`src/rtl/reset_sequencer.sv`:
```
// reset_sequencer
// Staged reset generator. Keeps NUM_STAGES active-high reset outputs asserted
// until the synchronised lock input has been stable for HOLD_CYCLES, then
// releases them one by one in index order, STAGE_GAP cycles apart. Loss of
// lock or a software request re-asserts every stage and bumps a saturating
// event counter.
//
// Handshake note: this block has no valid/ready transfer interface. 'ready'
// is a level status: it is high exactly while the sequencer sits in RUN with
// every stage released, and drops on the same edge that re-asserts resets.

module reset_sequencer #(
   parameter int NUM_STAGES  = 3,
   parameter int HOLD_CYCLES = 8,
   parameter int STAGE_GAP   = 4,
   parameter int SYNC_STAGES = 2
) (
   input  logic                  clk,
   input  logic                  rst_n,
   input  logic                  lock_in,
   input  logic                  sw_reset,
   output logic [NUM_STAGES-1:0] rst_out,
   output logic                  ready,
   output logic [7:0]            reset_cnt
);

   // ------------------------------------------------------------------
   // Derived sizes and terminal values
   // ------------------------------------------------------------------
   localparam int CNT_MAX = (HOLD_CYCLES > STAGE_GAP) ? HOLD_CYCLES : STAGE_GAP;
   localparam int CW      = $clog2(CNT_MAX + 1);
   localparam int SW      = (NUM_STAGES > 1) ? $clog2(NUM_STAGES) : 1;

   localparam logic [CW-1:0]         HOLD_LAST    = CW'(HOLD_CYCLES - 1);
   localparam logic [CW-1:0]         GAP_LAST     = CW'(STAGE_GAP - 1);
   localparam logic [SW-1:0]         STAGE_LAST   = SW'(NUM_STAGES - 1);
   localparam logic [NUM_STAGES-1:0] ALL_ASSERTED = '1;
   localparam logic [7:0]            RCNT_MAX     = 8'hFF;

   // FSM encoding
   localparam logic [1:0] ST_ASSERT  = 2'd0;
   localparam logic [1:0] ST_RELEASE = 2'd1;
   localparam logic [1:0] ST_RUN     = 2'd2;

   // ------------------------------------------------------------------
   // State
   // ------------------------------------------------------------------
   logic [SYNC_STAGES-1:0] sync_q;
   logic                   lock_sync;

   logic [1:0]            state_q,  state_d;
   logic [CW-1:0]         cnt_q,    cnt_d;
   logic [SW-1:0]         stage_q,  stage_d;
   logic [NUM_STAGES-1:0] rst_q,    rst_d;
   logic                  ready_q,  ready_d;
   logic [7:0]            rcnt_q,   rcnt_d;
   logic                  abort;

   // Multi-flop synchroniser for the asynchronous lock input; the newest
   // sample enters at bit 0 and the last flop feeds the FSM.
   always_ff @(posedge clk) begin
      if (!rst_n) begin
         sync_q <= '0;
      end else begin
         sync_q <= {sync_q[SYNC_STAGES-2:0], lock_in};
      end
   end

   assign lock_sync = sync_q[SYNC_STAGES-1];

   // Any reason to (re)enter the all-asserted state.
   assign abort = !lock_sync || sw_reset;

   // Next-state logic: hold count in ASSERT, staged release, static RUN.
   always_comb begin
      state_d = state_q;
      cnt_d   = cnt_q;
      stage_d = stage_q;
      rst_d   = rst_q;
      ready_d = ready_q;
      rcnt_d  = rcnt_q;

      case (state_q)
         ST_ASSERT: begin
            rst_d   = ALL_ASSERTED;
            ready_d = 1'b0;
            stage_d = '0;
            if (abort) begin
               cnt_d = '0;
            end else if (cnt_q == HOLD_LAST) begin
               // Lock has been good long enough: release stage 0 now.
               cnt_d    = '0;
               rst_d[0] = 1'b0;
               if (NUM_STAGES == 1) begin
                  state_d = ST_RUN;
                  ready_d = 1'b1;
               end else begin
                  state_d = ST_RELEASE;
                  stage_d = SW'(1);
               end
            end else begin
               cnt_d = cnt_q + CW'(1);
            end
         end

         ST_RELEASE: begin
            if (abort) begin
               state_d = ST_ASSERT;
               rst_d   = ALL_ASSERTED;
               ready_d = 1'b0;
               cnt_d   = '0;
               stage_d = '0;
               if (rcnt_q != RCNT_MAX) rcnt_d = rcnt_q + 8'd1;
            end else if (cnt_q == GAP_LAST) begin
               cnt_d = '0;
               for (int i = 0; i < NUM_STAGES; i++) begin
                  if (stage_q == SW'(i)) rst_d[i] = 1'b0;
               end
               if (stage_q == STAGE_LAST) begin
                  // Final stage released; stage index stays put in RUN.
                  state_d = ST_RUN;
                  ready_d = 1'b1;
               end else begin
                  stage_d = stage_q + SW'(1);
               end
            end else begin
               cnt_d = cnt_q + CW'(1);
            end
         end

         ST_RUN: begin
            if (abort) begin
               state_d = ST_ASSERT;
               rst_d   = ALL_ASSERTED;
               ready_d = 1'b0;
               cnt_d   = '0;
               stage_d = '0;
               if (rcnt_q != RCNT_MAX) rcnt_d = rcnt_q + 8'd1;
            end
         end

         default: begin
            // Unreachable encoding: fall back to the safe, all-asserted state.
            state_d = ST_ASSERT;
            rst_d   = ALL_ASSERTED;
            ready_d = 1'b0;
            cnt_d   = '0;
            stage_d = '0;
         end
      endcase
   end

   // State registers; rst_n wins over every other input.
   always_ff @(posedge clk) begin
      if (!rst_n) begin
         state_q <= ST_ASSERT;
         cnt_q   <= '0;
         stage_q <= '0;
         rst_q   <= ALL_ASSERTED;
         ready_q <= 1'b0;
         rcnt_q  <= '0;
      end else begin
         state_q <= state_d;
         cnt_q   <= cnt_d;
         stage_q <= stage_d;
         rst_q   <= rst_d;
         ready_q <= ready_d;
         rcnt_q  <= rcnt_d;
      end
   end

   assign rst_out   = rst_q;
   assign ready     = ready_q;
   assign reset_cnt = rcnt_q;

   // ------------------------------------------------------------------
   // Structural invariants
   // ------------------------------------------------------------------

   // Released stages always form a contiguous group starting at bit 0.
   a_release_in_order : assert property (@(posedge clk) disable iff (!rst_n)
      (((~rst_q) & ((~rst_q) + NUM_STAGES'(1))) == '0));

   // ready only ever accompanies a fully released set of outputs.
   a_ready_all_released : assert property (@(posedge clk) disable iff (!rst_n)
      ready_q |-> (rst_q == '0));

   // Counters never pass their terminal values.
   a_hold_cnt_bound : assert property (@(posedge clk) disable iff (!rst_n)
      (state_q == ST_ASSERT) |-> (cnt_q <= HOLD_LAST));

   a_gap_cnt_bound : assert property (@(posedge clk) disable iff (!rst_n)
      (state_q == ST_RELEASE) |-> (cnt_q <= GAP_LAST));

endmodule
```
`config.mk`:
```
export PLATFORM = sky130hd
export DESIGN_NAME = reset_sequencer
export DESIGN_NICKNAME = d
export VERILOG_FILES = /design/src/rtl/reset_sequencer.sv
export SDC_FILE = /design/constraint.sdc
export NUM_CORES = 1
export LEC_CHECK = 0
export ABC_AREA = 1
export CAP_MARGIN = 25
export CORE_MARGIN = 4
export CORE_UTILIZATION = 30
export CTS_BUF_LIST = sky130_fd_sc_hd__clkbuf_8
export CTS_CLUSTER_DIAMETER = 80
export DETAILED_ROUTE_END_ITERATION = 8
export PLACE_DENSITY = 0.48
export SLEW_MARGIN = 0
export SYNTH_ARGS = -nofsm -noshare
export SYNTH_HDL_FRONTEND = slang
export SYNTH_SLANG_ARGS = --single-unit
```
`constraint.sdc`:
```
create_clock -name clk -period 2.09 [get_ports clk]
set_input_delay 0.5225 -clock clk [delete_from_list [all_inputs] [get_ports clk]]
set_output_delay 0.5225 -clock clk [all_outputs]
set_load 0.03 [all_outputs]
```
==> flow_summary_export.csv, run 1 <==
group,metric,value,unit
outcome,status,"completed",
clock_network,cts.clk_slew.worst_paths,80,ps
global_routing,track_usage,10.8,%
setup_path,cp_cell_sequence,"clkdlybuf4s50_1",
detailed_routing,drc_errors,0,
sta,setup_viol,0,
global_routing,grt_max_degree,13,
logic_synthesis,ys_async_sr_fraction,0,%
hold_path,worstHoldPathCells,2,
floorplan,fp-row-count,22,
clock_network,post_cts_resized,0,
sta,period_needed,1920,ps
floorplan,core,3800,sq um
logic_synthesis,syn-cell-area,1220,sq um
power,swShare,20.5,%
logic_synthesis,synth_fp_nets,178,
logic_synthesis,yosys.area.top_type,"dfxtp_1",
sta,relSlewSlack,78.6,%
logic_synthesis,synth_seq_cells,22,
floorplan,die_x,71.7,microns
setup_path,slowest_stage,"clkdlybuf4s50_1",
finish,register_area,440,sq um
finish,area_growth,21.3,%
finish,diodes,0,
logic_synthesis,synth-edff-count,0,
floorplan,fp.dieArea,5150,sq um
sta,layout_worst_path_cycle_share,91.8,%
sta,hold_viol,0,
hold_path,hold_class,"reg2reg",
finish,drive_gt1_share,11.9,%
detailed_routing,dr.pass1.iters,4,
setup_path,worstPathArrival,1400,ps
setup_path,crit_type,"reg2out",
power,power.density,509,nW/um^2
sta,whs,420,ps
logic_synthesis,yosysMostFrequentCell,"nand2_1",
clock_network,clockRootBuffer,"clkbuf_8",
sta,slew_viol_final,0,
global_routing,grt_pass1_wl,4.57,mm
power,leakage,0.594,nW
logic_synthesis,syn_avg_cell_area,7.34,sq um
clock_network,clock_sinks,22,
power,clockPowerShare,40.7,%
clock_network,insertion_delay,260,ps
sta,worstMarginPinSlew,319,ps
finish,fillerInstances,412,
sta,rsz0062_at_grt,"no",
power,total_power,0.000752,W
setup_path,path_delay_family,"buffers and inverters",
detailed_routing,ant_nets,0,
floorplan,initial_core_util,32.1,%
detailed_routing,avgRoutedWirePerCell,10.7,microns
setup_path,cp.required,1570,ps
logic_synthesis,synth_cell_types,28,
sta,finClkSkew,1.57,ps
global_routing,overflow,0,
clock_network,cts_made_buffers,3,
placement,gp_congestion,0.895,
detailed_routing,routed_wl,2.49,mm
clock_network,cts_tree,"built",
flow_run,maxCapViolations,0,
power,power.sequential.fraction,56.1,%
finish,post-route-util,38.9,%
logic_synthesis,synth_warnings,0,
sta,fmax,521,MHz
floorplan,io_pins,16,
clock_network,cts_hold_buffers,0,
setup_path,crit_fanout,5,
placement,pre_cts_slack,209,ps
setup_path,r2r_cells,9,
power,p_sw,0.000154,W
sta,postLayoutSetupSlackWorst,170,ps
global_routing,grt_pass1_vias,1094,
placement,numPortBuffers,15,
logic_synthesis,synth_cells,166,
setup_path,cp_slowest_stage_delay,710,ps
floorplan,fp.dieH,71.7,microns
setup_path,end_kind,"output pin",
setup_path,crit_buf_inv,1,
clock_network,postCtsSetupBuffers,0,
finish,finalNetCount,198,
clock_network,clk_path_buf_depth,2,
sta,tns,0,ps
detailed_routing,num_vias,1079,
logic_synthesis,yosys-top-cells-area,"dfxtp_1 36%, nand2_1 12%, ha_1 8.2%",
placement,dp_hpwl,1.99,mm
power,internal_power,0.000598,W
logic_synthesis,ys.flop_type,"dfxtp_1",
setup_path,worstSetupPathDepth,1,
logic_synthesis,yosys-top-cells-count,"38 x nand2_1, 23 x nor2_1, 22 x dfxtp_1",
detailed_routing,viasPerCell,4.63,
setup_path,crit_path_start_kind,"register",
global_routing,antenna_found_initial,0,
power,power_frac_comb,3.2,%
detailed_routing,drtIter0Drc,61,
logic_synthesis,yosysTopAreaCellShare,36.1,%
finish,multi_input_area,697,sq um
power,ir_worst_vdd,0.166,mV
clock_network,htreeDepth,1,
logic_synthesis,ys_seq_area_share,36.1,%
==> logic make-up (layout without fill, tap and decap cells) <==
logic type                 Yosys count  in the layout  synth area share (%)
adders and majority gates            8              8                  8.21
xor gates and xnor gates             4              4                  2.87
and+or+nand+nor                     91             91                  35.7
buffers and inverters               19             38                  6.67
DFF                                 22             22                  36.1
muxes                                1              1                 0.821
AOI/OAI and AO/OA                   21             21                  9.55
==> cells in the final DEF (no fill, tap or decap), drive strengths merged <==
cell type,synthesis,final
nand2,42,42
nor2,28,28
dfxtp,22,22
inv,18,18
clkdlybuf4s50,0,15
nand3,14,14
a21oi,12,12
ha,8,8
o21ai,7,7
xor2,4,4
clkbuf,1,4
or2,3,3
nor3,2,2
nand4,1,1
nand3b,1,1
o22ai,1,1
a211oi,1,1
mux2i,1,1
buf,0,1
==> routing by layer <==
metal / GRT usage, % / vias to the layer above / part of all wire (%)
met2: 17.1 / 21 / 46
met4: 5.22 / 0 / 1.4
met3: 2.24 / 4 / 4.5
met5: 0 / - / 0
li1: - / 568 / -
met1: 13.8 / 486 / 48
==> flip-flops by register name (all words and copies together) (netlist names) <==
name	count
rst_out	3
stage_q	2
reset_cnt	8
ready	1
state_q	2
sync_q	2
cnt_q	4
==> final timing paths <==
path	slack, ps	startpoint	endpoint
min reg2reg	420	sync_q[0]$_SDFF_PN0_	sync_q[1]$_SDFF_PN0_
max	170	reset_cnt[2]$_SDFFE_PN0P_	reset_cnt[2]
max reg2reg	600	state_q[1]$_SDFFE_PN0P_	reset_cnt[7]$_SDFFE_PN0P_
min	420	sync_q[0]$_SDFF_PN0_	sync_q[1]$_SDFF_PN0_
==> power groups by stage <==
stage | clock network (W) | registers (W) | logic, W
floorplan | 0 | 0.000432 | 0.0000139
global placement | 0 | 0.000432 | 0.0000246
detailed placement | 0 | 0.000432 | 0.0000242
CTS | 0.000319 | 0.000422 | 0.0000243
global route | 0.000336 | 0.000423 | 0.0000276
finish | 0.000306 | 0.000422 | 0.0000240
==> layout make-up <==
cell class	count	share of cell area, %
multi-input cells	125	47.2
flip-flops and latches	22	29.8
repair buffers	16	10.7
inverters	18	4.57
well taps	48	4.06
clock buffers	4	3.73
==> through the flow <==
step                cell area, sq um  instances
floorplan                       1220        166
global placement                1420        229
detailed placement              1420        229
CTS                             1480        233
global route                    1480        233
finish                          1480        233
(Power assumes the default switching activity.)
==> run 2, diff against run 1 <==
--- a/config.mk
+++ b/config.mk
@@ -17,3 +17,4 @@
 export SYNTH_ARGS = -nofsm -noshare
 export SYNTH_HDL_FRONTEND = slang
 export SYNTH_SLANG_ARGS = --single-unit
+export TNS_END_PERCENT = 1
==> constraint.sdc (replaced) <==
create_clock -name clk -period 2.09 [get_ports clk]
set_input_delay 0.209 -clock clk [delete_from_list [all_inputs] [get_ports clk]]
set_output_delay 0.209 -clock clk [all_outputs]
set_load 0.03 [all_outputs]
==> flow_summary_export.csv, run 2 (synthesis gave the netlist of run 1 again) <==
group,metric,value,unit
finish,mostFrequentLayoutCells,"38 x nand2_1, 23 x nor2_1, 22 x dfxtp_1",
clock_network,clockRootBuffer,"clkbuf_8",
detailed_routing,viasPerCell,4.65,
sta,slew_viol_final,0,
floorplan,initial_core_util,32.1,%
floorplan,fp-row-count,22,
power,ir_worst_vdd,0.246,mV
flow_run,maxCapViolations,0,
setup_path,r2r-end,"reset_cnt[7]$_SDFFE_PN0P_",
global_routing,antenna_found_initial,0,
setup_path,cp_cell_sequence,"clkdlybuf4s50_1",
sta,period_needed,1610,ps
global_routing,grt_pass1_vias,1055,
power,clockPowerShare,37.0,%
power,swShare,21.0,%
power,power.sequential.fraction,59.7,%
clock_network,cts.clk_slew.worst_paths,80,ps
finish,final_area,1460,sq um
placement,numPortBuffers,15,
detailed_routing,wl_met1,1.27,mm
sta,whs,418,ps
detailed_routing,avgRoutedWirePerCell,11.1,microns
clock_network,cts_hold_buffers,0,
detailed_routing,ant_nets,0,
hold_path,hold_class,"reg2reg",
sta,setup_viol,0,
power,internal_power,0.000559,W
sta,fmax,621,MHz
global_routing,overflow,0,
clock_network,clk_path_buf_depth,2,
clock_network,postCtsSetupBuffers,0,
detailed_routing,num_vias,1078,
floorplan,fp.dieH,71.7,microns
detailed_routing,dr_wl_met3,94,microns
sta,rsz0062_at_grt,"no",
power,power_frac_comb,3.4,%
sta,tns,0,ps
placement,dp_hpwl,2.04,mm
sta,hold_viol,0,
setup_path,crit_buf_inv,1,
floorplan,fp.dieArea,5150,sq um
finish,finalNetCount,198,
clock_network,post_cts_resized,0,
detailed_routing,routed_wl,2.59,mm
hold_path,hold_end,"sync_q[1]$_SDFF_PN0_",
hold_path,worstHoldPathCells,2,
setup_path,crit_type,"reg2out",
setup_path,path_delay_family,"buffers and inverters",
clock_network,cts_made_buffers,3,
placement,gp_congestion,0.889,
sta,finClkSkew,5.29,ps
global_routing,grt_max_degree,12,
clock_network,clock_sinks,22,
clock_network,insertion_delay,260,ps
detailed_routing,drc_errors,0,
outcome,status,"completed",
global_routing,track_usage,10.7,%
finish,layout_commonest_cell,"nand2_1",
finish,diodes,0,
sta,worstMarginPinSlew,416,ps
placement,placed_area,1420,sq um
sta,relSlewSlack,72.2,%
setup_path,worstReg2RegStart,"state_q[0]$_SDFFE_PN0P_",
setup_path,crit_path_start_kind,"register",
power,p_sw,0.000149,W
setup_path,worstPathArrival,1400,ps
setup_path,cp.required,1880,ps
detailed_routing,dr.pass1.iters,5,
floorplan,core,3800,sq um
finish,post-route-util,38.5,%
clock_network,cts_tree,"built",
power,leakage,0.587,nW
setup_path,reg2reg_setup_slack,630,ps
global_routing,grt_pass1_wl,4.46,mm
finish,largest_reg_flops,8,
setup_path,cp_slowest_stage_delay,710,ps
finish,area_growth,20.1,%
placement,place_inst,229,
clock_network,htreeDepth,1,
setup_path,slowest_stage,"clkdlybuf4s50_1",
floorplan,die_x,71.7,microns
detailed_routing,top_layer_used,"met4",
floorplan,io_pins,16,
setup_path,r2r_cells,9,
detailed_routing,drtIter0Drc,64,
setup_path,crit_fanout,5,
setup_path,end_kind,"output pin",
setup_path,worstSetupStartpoint,"reset_cnt[2]$_SDFFE_PN0P_",
hold_path,worstHoldStart,"sync_q[0]$_SDFF_PN0_",
sta,layout_worst_path_cycle_share,77.0,%
finish,stdcell_count,232,
power,power.density,484,nW/um^2
finish,drive_gt1_share,11.4,%
detailed_routing,wl_met2,1.17,mm
[run 2: layout make-up]
| type | instances | area [sq um] |
|---|---|---|
| fillers | 413 | 2330 |
| clock buffers | 3 | 41.3 |
| multi-input cells | 125 | 697 |
| repair buffers | 16 | 158 |
| well taps | 48 | 60.1 |
| inverters | 18 | 67.6 |
| flip-flops and latches | 22 | 440 |
[run 2: worst max path at each step]
stage	to	slack, ps	cells after the start
after floorplan	reset_cnt[7]$_SDFFE_PN0P_	600	8
after global placement	stage_q[0]$_SDFFE_PN0P_	520	8
after detailed placement	state_q[1]$_SDFFE_PN0P_	510	7
after CTS	reset_cnt[2]	460	1
after global routing	reset_cnt[2]	440	1
final	reset_cnt[2]	480	1
[run 2: power groups by stage]
stage / Combinational (W) / Sequential (W) / Clock [W]
final: 0.0000238 / 0.000422 / 0.000262
after global routing: 0.0000275 / 0.000423 / 0.000286
after CTS: 0.0000243 / 0.000422 / 0.000276
after detailed placement: 0.0000242 / 0.000432 / 0
after global placement: 0.0000244 / 0.000432 / 0
after floorplan: 0.0000139 / 0.000432 / 0
[run 2: through the flow]
| stage | power, W | worst slack [ps] |
|---|---|---|
| final | 0.000708 | 481 |
| after CTS | 0.000722 | 460 |
| after global routing | 0.000737 | 441 |
| after floorplan | 0.000446 | 601 |
| after detailed placement | 0.000457 | 506 |
| after global placement | 0.000457 | 518 |
[run 2: per-layer routing]
metal | track usage (%) | vias up
met2 | 17.8 | 22
met3 | 2.95 | 6
met4 | 4.80 | 0
met5 | 0 | -
li1 | - | 567
met1 | 12.9 | 483
[run 2: worst reg2reg max path, stage by stage, from the launching register on]
cell,delay [ps]
dfxtp_1,350
inv_1,60
ha_1,270
inv_1,50
nor2_4,190
nand2_4,120
nor2_1,150
nand2_1,60
nand2_1,50
nor2_1,50
